<file path="src/rtl/cpu_controller.sv">
// Phase sequencer for the accumulator CPU: eight instruction phases plus a terminal HALTED state.
// Strobes are decoded combinationally from the current state, opcode and zero flag.

package typedefs;

    typedef enum logic [2:0] {
        HLT = 3'd0,
        SKZ = 3'd1,
        ADD = 3'd2,
        AND = 3'd3,
        XOR = 3'd4,
        LDA = 3'd5,
        STO = 3'd6,
        JMP = 3'd7
    } opcode_t;

endpackage

module cpu_controller
    import typedefs::*;
(
    input  logic       clk,
    input  logic       rst,
    input  logic       ena,
    input  opcode_t    opcode,
    input  logic       zero,
    output logic       mem_rd,
    output logic       load_ir,
    output logic       halt,
    output logic       inc_pc,
    output logic       load_ac,
    output logic       load_pc,
    output logic       mem_wr,
    output logic [2:0] phase
);

    // The low three bits of every phase state equal its debug phase index.
    typedef enum logic [3:0] {
        INST_ADDR  = 4'd0,
        INST_FETCH = 4'd1,
        INST_LOAD  = 4'd2,
        IDLE       = 4'd3,
        OP_ADDR    = 4'd4,
        OP_FETCH   = 4'd5,
        ALU_OP     = 4'd6,
        STORE      = 4'd7,
        HALTED     = 4'd8
    } state_t;

    state_t state;
    logic   aluop;

    // NOTE: sequential state is written with non-blocking assignments so every
    // flop samples the pre-edge values, independent of block evaluation order.
    always_ff @(posedge clk) begin
        if (rst) begin
            state <= INST_ADDR;
        end else if (ena) begin
            case (state)
                INST_ADDR:  state <= INST_FETCH;
                INST_FETCH: state <= INST_LOAD;
                INST_LOAD:  state <= IDLE;
                IDLE:       state <= OP_ADDR;
                OP_ADDR:    state <= (opcode == HLT) ? HALTED : OP_FETCH;
                OP_FETCH:   state <= ALU_OP;
                ALU_OP:     state <= STORE;
                STORE:      state <= INST_ADDR;
                default:    state <= HALTED;
            endcase
        end
    end

    assign aluop = (opcode == ADD) || (opcode == AND) || (opcode == XOR) || (opcode == LDA);

    // NOTE: every output gets a default before the case so no path leaves a
    // signal unassigned, which would otherwise infer a latch.
    always_comb begin
        mem_rd  = 1'b0;
        load_ir = 1'b0;
        halt    = 1'b0;
        inc_pc  = 1'b0;
        load_ac = 1'b0;
        load_pc = 1'b0;
        mem_wr  = 1'b0;
        phase   = state[2:0];
        case (state)
            INST_ADDR: ;
            INST_FETCH: begin
                mem_rd = 1'b1;
            end
            INST_LOAD, IDLE: begin
                mem_rd  = 1'b1;
                load_ir = 1'b1;
            end
            OP_ADDR: begin
                inc_pc = 1'b1;
                halt   = (opcode == HLT);
            end
            OP_FETCH: begin
                mem_rd = aluop;
            end
            ALU_OP: begin
                mem_rd  = aluop;
                load_ac = aluop;
                inc_pc  = (opcode == SKZ) && zero;
                load_pc = (opcode == JMP);
            end
            STORE: begin
                mem_rd  = aluop;
                load_ac = aluop;
                inc_pc  = (opcode == JMP);
                load_pc = (opcode == JMP);
                mem_wr  = (opcode == STO);
            end
            default: begin
                halt  = 1'b1;
                phase = 3'd0;
            end
        endcase
    end

endmodule
</file>
<file path="config.mk">
export PLATFORM = sky130hd
export DESIGN_NAME = cpu_controller
export DESIGN_NICKNAME = d
export VERILOG_FILES = /design/src/rtl/cpu_controller.sv
export SDC_FILE = /design/constraint.sdc
export NUM_CORES = 1
export LEC_CHECK = 0
export ABC_AREA = 1
export ABC_CLOCK_PERIOD_IN_PS = 1260
export CAP_MARGIN = 20
export CORE_AREA = 3 3 40 42
export DETAILED_ROUTE_END_ITERATION = 7
export DIE_AREA = 0 0 43 45
export PLACE_DENSITY = 0.56
export REMOVE_ABC_BUFFERS = 1
export SYNTH_ARGS = -nofsm -noshare
export SYNTH_HDL_FRONTEND = slang
export SYNTH_SLANG_ARGS = --single-unit
</file>
<file path="constraint.sdc">
create_clock -name clk -period 1.26 [get_ports clk]
set_clock_uncertainty 0.15 [all_clocks]
set_input_delay 0.252 -clock clk [delete_from_list [all_inputs] [get_ports clk]]
set_output_delay 0.252 -clock clk [all_outputs]
set_load 0.02 [all_outputs]
</file>
Yosys cells after proc, flatten, opt, wreduce, memory -nomap -nowiden. Index checks and enable logic that the tools add are counted.

Register bits: 4. Bits of input ports: 7. Output and inout port bits: 10. Logic and storage cells: 37.

Equality and inequality tests: 14. Multiplexer cells: 10. Reduce and logical (&&, ||, !) cells: 12.

Operators by type and width (number): $pmux 4 s8 (1); $eq 4x3->1 const B (4); $eq 3x3->1 const B (4); $eq 4x2->1 const B (2); $reduce_or 8->1 (1); $reduce_or 7->1 (1); $eq 3x2->1 const B (2); $reduce_or 3->1 (2); $eq 4x1->1 const B (1); $logic_not 4->1 (1); $mux 1 (4); $mux 4 (1); $pmux 1 s2 (2); $reduce_or 2->1 (2); $eq 3x1->1 const B (1); $logic_not 3->1 (1); $logic_or 1x1->1 (3); $mux 3 (1); $pmux 1 s3 (1); $logic_and 1x1->1 (1).

Logic depth before layout (Yosys ltp).
Depth in word-level cells: 5. Mapped depth: 7. Depth with buffers taken out: 7.

Worst setup path before layout. No wires, ideal clock.

Path type: reg-to-output. Start point: register state[1]. End point: output inc_pc. Arrival time: 1.342 ns. Data required time: 0.858 ns. Setup slack: -0.484 ns. Stages on the path, launching flop included: 7. Buffers on the path: 0. Cell sequence: dfxtp_1 > inv_2 > nor2_2 > nand2_1 > nor2_2 > a21oi_1 > o21ai_1.

Longest elaborated chain between the ends: 2. Elaborated cells between the ends (all ways): 4.

RTL lines: start: declaration (line 50) `state_t state;`; start signal: assignment (line 64) `OP_ADDR: state <= (opcode == HLT) ? HALTED : OP_FETCH;`; $eq 4x3->1 (line 86) `case (state)`; $pmux 1 s3 (*) (line 86); end: declaration (line 30) `output logic inc_pc,`.

Every way passes the cells marked *; elsewhere a longest branch is shown, timed or not.

Final worst setup path.
Start point: register state[3]. End point: output halt.

Longest elaborated chain between the ends: 3. Elaborated cells between the ends (all ways): 10.

RTL lines: $eq 4x3->1 (tied with other cells) (line 86); $reduce_or 7->1 (no line); $pmux 1 s2 (*) (line 86); end: declaration (line 29) `output logic halt,`.

Marked as above.

==> flow_metrics.tcl <==
set metrics [dict create \
    status "finished, violations left" \
    violations "setup timing" \
    fp.dieH_um 45 \
    start_util 0.245 \
    hold_viol_final 0 \
    p_comb_frac 0.384 \
    top_regs "state (4)" \
    pre_cts_ws_ps -929 \
    synth_top_family_by_area "simple AND/OR/NAND/NOR gates" \
    hold_buffers 0 \
    setup_viol 13 \
    cap_violations 0 \
    critPathMaxFanout 4 \
    grt_pass1_vias 513 \
    wl_met2_um 672 \
    endpoint_kind "output pin" \
    synth_warnings 0 \
    io_buffers 16 \
    synthXorXnorAreaFrac 0.0278 \
    synthAdderAreaFrac 0 \
    clk_latency_ps 240 \
    crit_chain "inv_2 > nand2_2 > nor2_4 > inv_2 > o21ai_2 > buf_6" \
    power_mw 0.493 \
    leakage_nw 0.396 \
    switching_share 0.315 \
    r2r-end "state[2]" \
    rsz0062_at_grt "yes" \
    cpMostUsedCell "inv_2" \
    period_minus_slack_ps 1580 \
    drive_gt1_frac 0.717 \
    cp.buffers_inverters 3 \
    synth_top_area_frac 0.254 \
    power.density_nw_per_um2 578 \
    nets 108 \
    synth_area_leaders "dfxtp_1 25%, nand2_1 13%, a21oi_1 7.9%" \
    finalWorstSetupSlack_ps -317 \
    cts_tree "done" \
    drv_slew 0 \
    power.share.clock 0.345 \
    clkSlewWorstSetupHoldPaths_ps 40 \
    r2r_slack_ps -70 \
    syn_to_final_growth_pct 171 \
    required_ps 860 \
    startpoint_type "flip-flop" \
    highest_layer "met4" \
    grt_use_total 0.141 \
    reg2reg_from "state[2]" \
    worst-setup-path-type "reg2out" \
    rows 13 \
    final_util 0.664 \
    largest_reg_flops 4 \
    dieWidth_um 43 \
    drt_iter0_markers 8 \
    htreeDepth 1 \
    drc 0 \
    ios 17 \
    wl_per_cell_um 11.3 \
    cts_root_buf "clkbuf_4" \
    holdWs_ps 478 \
    numCtsBuffers 3 \
    synth_seq_cells 4 \
    ant_nets 0 \
    yosys.area.top_type "dfxtp_1" \
    fmax_ghz 0.634 \
    syn-cell-area_um2 315 \
    num_vias 524 \
    dpl.hpwl_um 820 \
    pwr-share-seq 0.271 \
    hold_class "reg2reg" \
    critPathCapture "halt" \
    grt-ovfl-total 0 \
    wl_met1_um 537 \
    core_area_um2 1280 \
    drt_wl_total_um 1290 \
    top_register "state" \
    finalCritPeriodShare 1.25 \
    clk_path_buf_depth 2 \
    ff2ff_path_depth 9 \
    gp_congestion 0.820 \
    yosys.area_share.simple 0.472 \
    ys_types 16 \
    critPathTopFamily "flip-flops" \
    seq_area_frac_synth 0.254 \
    met3_length_um 59 \
    die-area_um2 1940 \
    p_sw_mw 0.155 \
    cp_slowest_cell "dfxtp_4" \
    slowest_delay_ps 350 \
    viasPerCell 4.60 \
    internal_power_mw 0.338 \
    netlist_instances 52 \
    crit_cells 6 \
    synth_compound_area_frac 0.163 \
    avgSynthCellArea_um2 6.06 \
    antenna_found_initial 0 \
    dr.pass1.iters 5 \
    muxShareOfSynthArea 0 \
    cp.arrival_ps 1170 \
    vdd_drop_max_mv 0.376 \
    grt_start_max_net_pins 6 \
    cts_sinks 4 \
    diodes 0 \
    tightestPinTransition_ps 203 \
    crit_start "state[3]" \
    grt_pass1_wl_um 2070 \
    max_slew_margin 0.864 \
]
final cells by class:
cell class | instances | area (um2)
Multi-Input combinational cell | 41 | 290
Inverter | 7 | 28.8
Fill cell | 121 | 432
Clock buffer | 3 | 22.5
Sequential cell | 4 | 92.6
Timing Repair Buffer | 44 | 400
Tap cell | 15 | 18.8
timing repair:
item	CTS	global route
setup endpoints to repair	13	13
buffers inserted	11	3
resized for setup	91	11
pin swaps	10	11
worst reg2reg max path, delay by kind of cell, from the launching register on:
family | cells | cell delay [ps]
buf+inv | 4 | 340
flops | 1 | 370
simple gates | 4 | 280
compound gates | 1 | 120
Yosys cell counts:
master,number
nand2_1,11
nor2_1,6
a21oi_1,5
inv_2,5
dfxtp_1,4
nand3_1,4
nand4_1,3
inv_1,2
nand2_2,2
nor2_2,2
nor3_1,2
o21ai_1,2
a21oi_2,1
nor2_4,1
o211ai_1,1
xnor2_1,1
cell usage in the layout, fill, tap and decap left out:
cell	Yosys	layout
inv_1	2	2
o211ai_1	1	1
nand3_1	4	2
nor3_4	0	1
o21ai_2	0	1
nor3_2	0	1
buf_4	0	23
nor2_2	2	2
dfxtp_4	0	3
o21ai_1	2	1
xnor2_2	0	1
clkdlybuf4s50_1	0	3
dlygate4sd2_1	0	1
nand2_2	2	6
clkbuf_4	0	3
nand2_1	11	6
nor2_1	6	3
nor2_4	1	4
nand3_2	0	2
inv_4	0	1
dfxtp_2	0	1
clkdlybuf4s15_1	0	2
nand4_1	3	3
nand2_4	0	1
a21oi_2	1	2
inv_2	5	4
a21oi_1	5	4
buf_6	0	15
through the flow:
| step | TNS [ps] | area (um2) | cells |
|---|---|---|---|
| floorplan | -1420 | 315 | 52 |
| global placement | -7700 | 629 | 101 |
| detailed placement | -7890 | 629 | 101 |
| CTS | -2450 | 820 | 114 |
| global route | -3190 | 853 | 114 |
| finish | -2470 | 853 | 114 |
worst min-delay path by stage:
stage                  start        to  depth (start not counted)
floorplan                rst  state[2]                          1
global placement    state[1]  state[1]                          3
detailed placement  state[1]  state[1]                          3
CTS                 state[1]  state[1]                          3
global route        state[1]  state[1]                          3
finish              state[1]  state[1]                          3
power by group through the flow:
stage | clock network (mW) | logic [mW] | registers, mW
global route | 0.176 | 0.205 | 0.134
floorplan | 0 | 0.0546 | 0.140
finish | 0.170 | 0.189 | 0.134
detailed placement | 0 | 0.140 | 0.140
global placement | 0 | 0.139 | 0.139
CTS | 0.173 | 0.178 | 0.135
layer usage:
| metal | GRT usage | up-vias |
|---|---|---|
| met3 | 0.0159 | 2 |
| met1 | 0.163 | 236 |
| met2 | 0.257 | 16 |
| li1 | - | 270 |
| met5 | 0 | - |
| met4 | 0.0723 | 0 |
logic make-up after synthesis:
| kind of cell | count (synthesis) |
|---|---|
| simple gates | 31 |
| flops | 4 |
| compound gates | 9 |
| buf+inv | 7 |
| xor+xnor | 1 |
(Power assumes the default switching activity.)
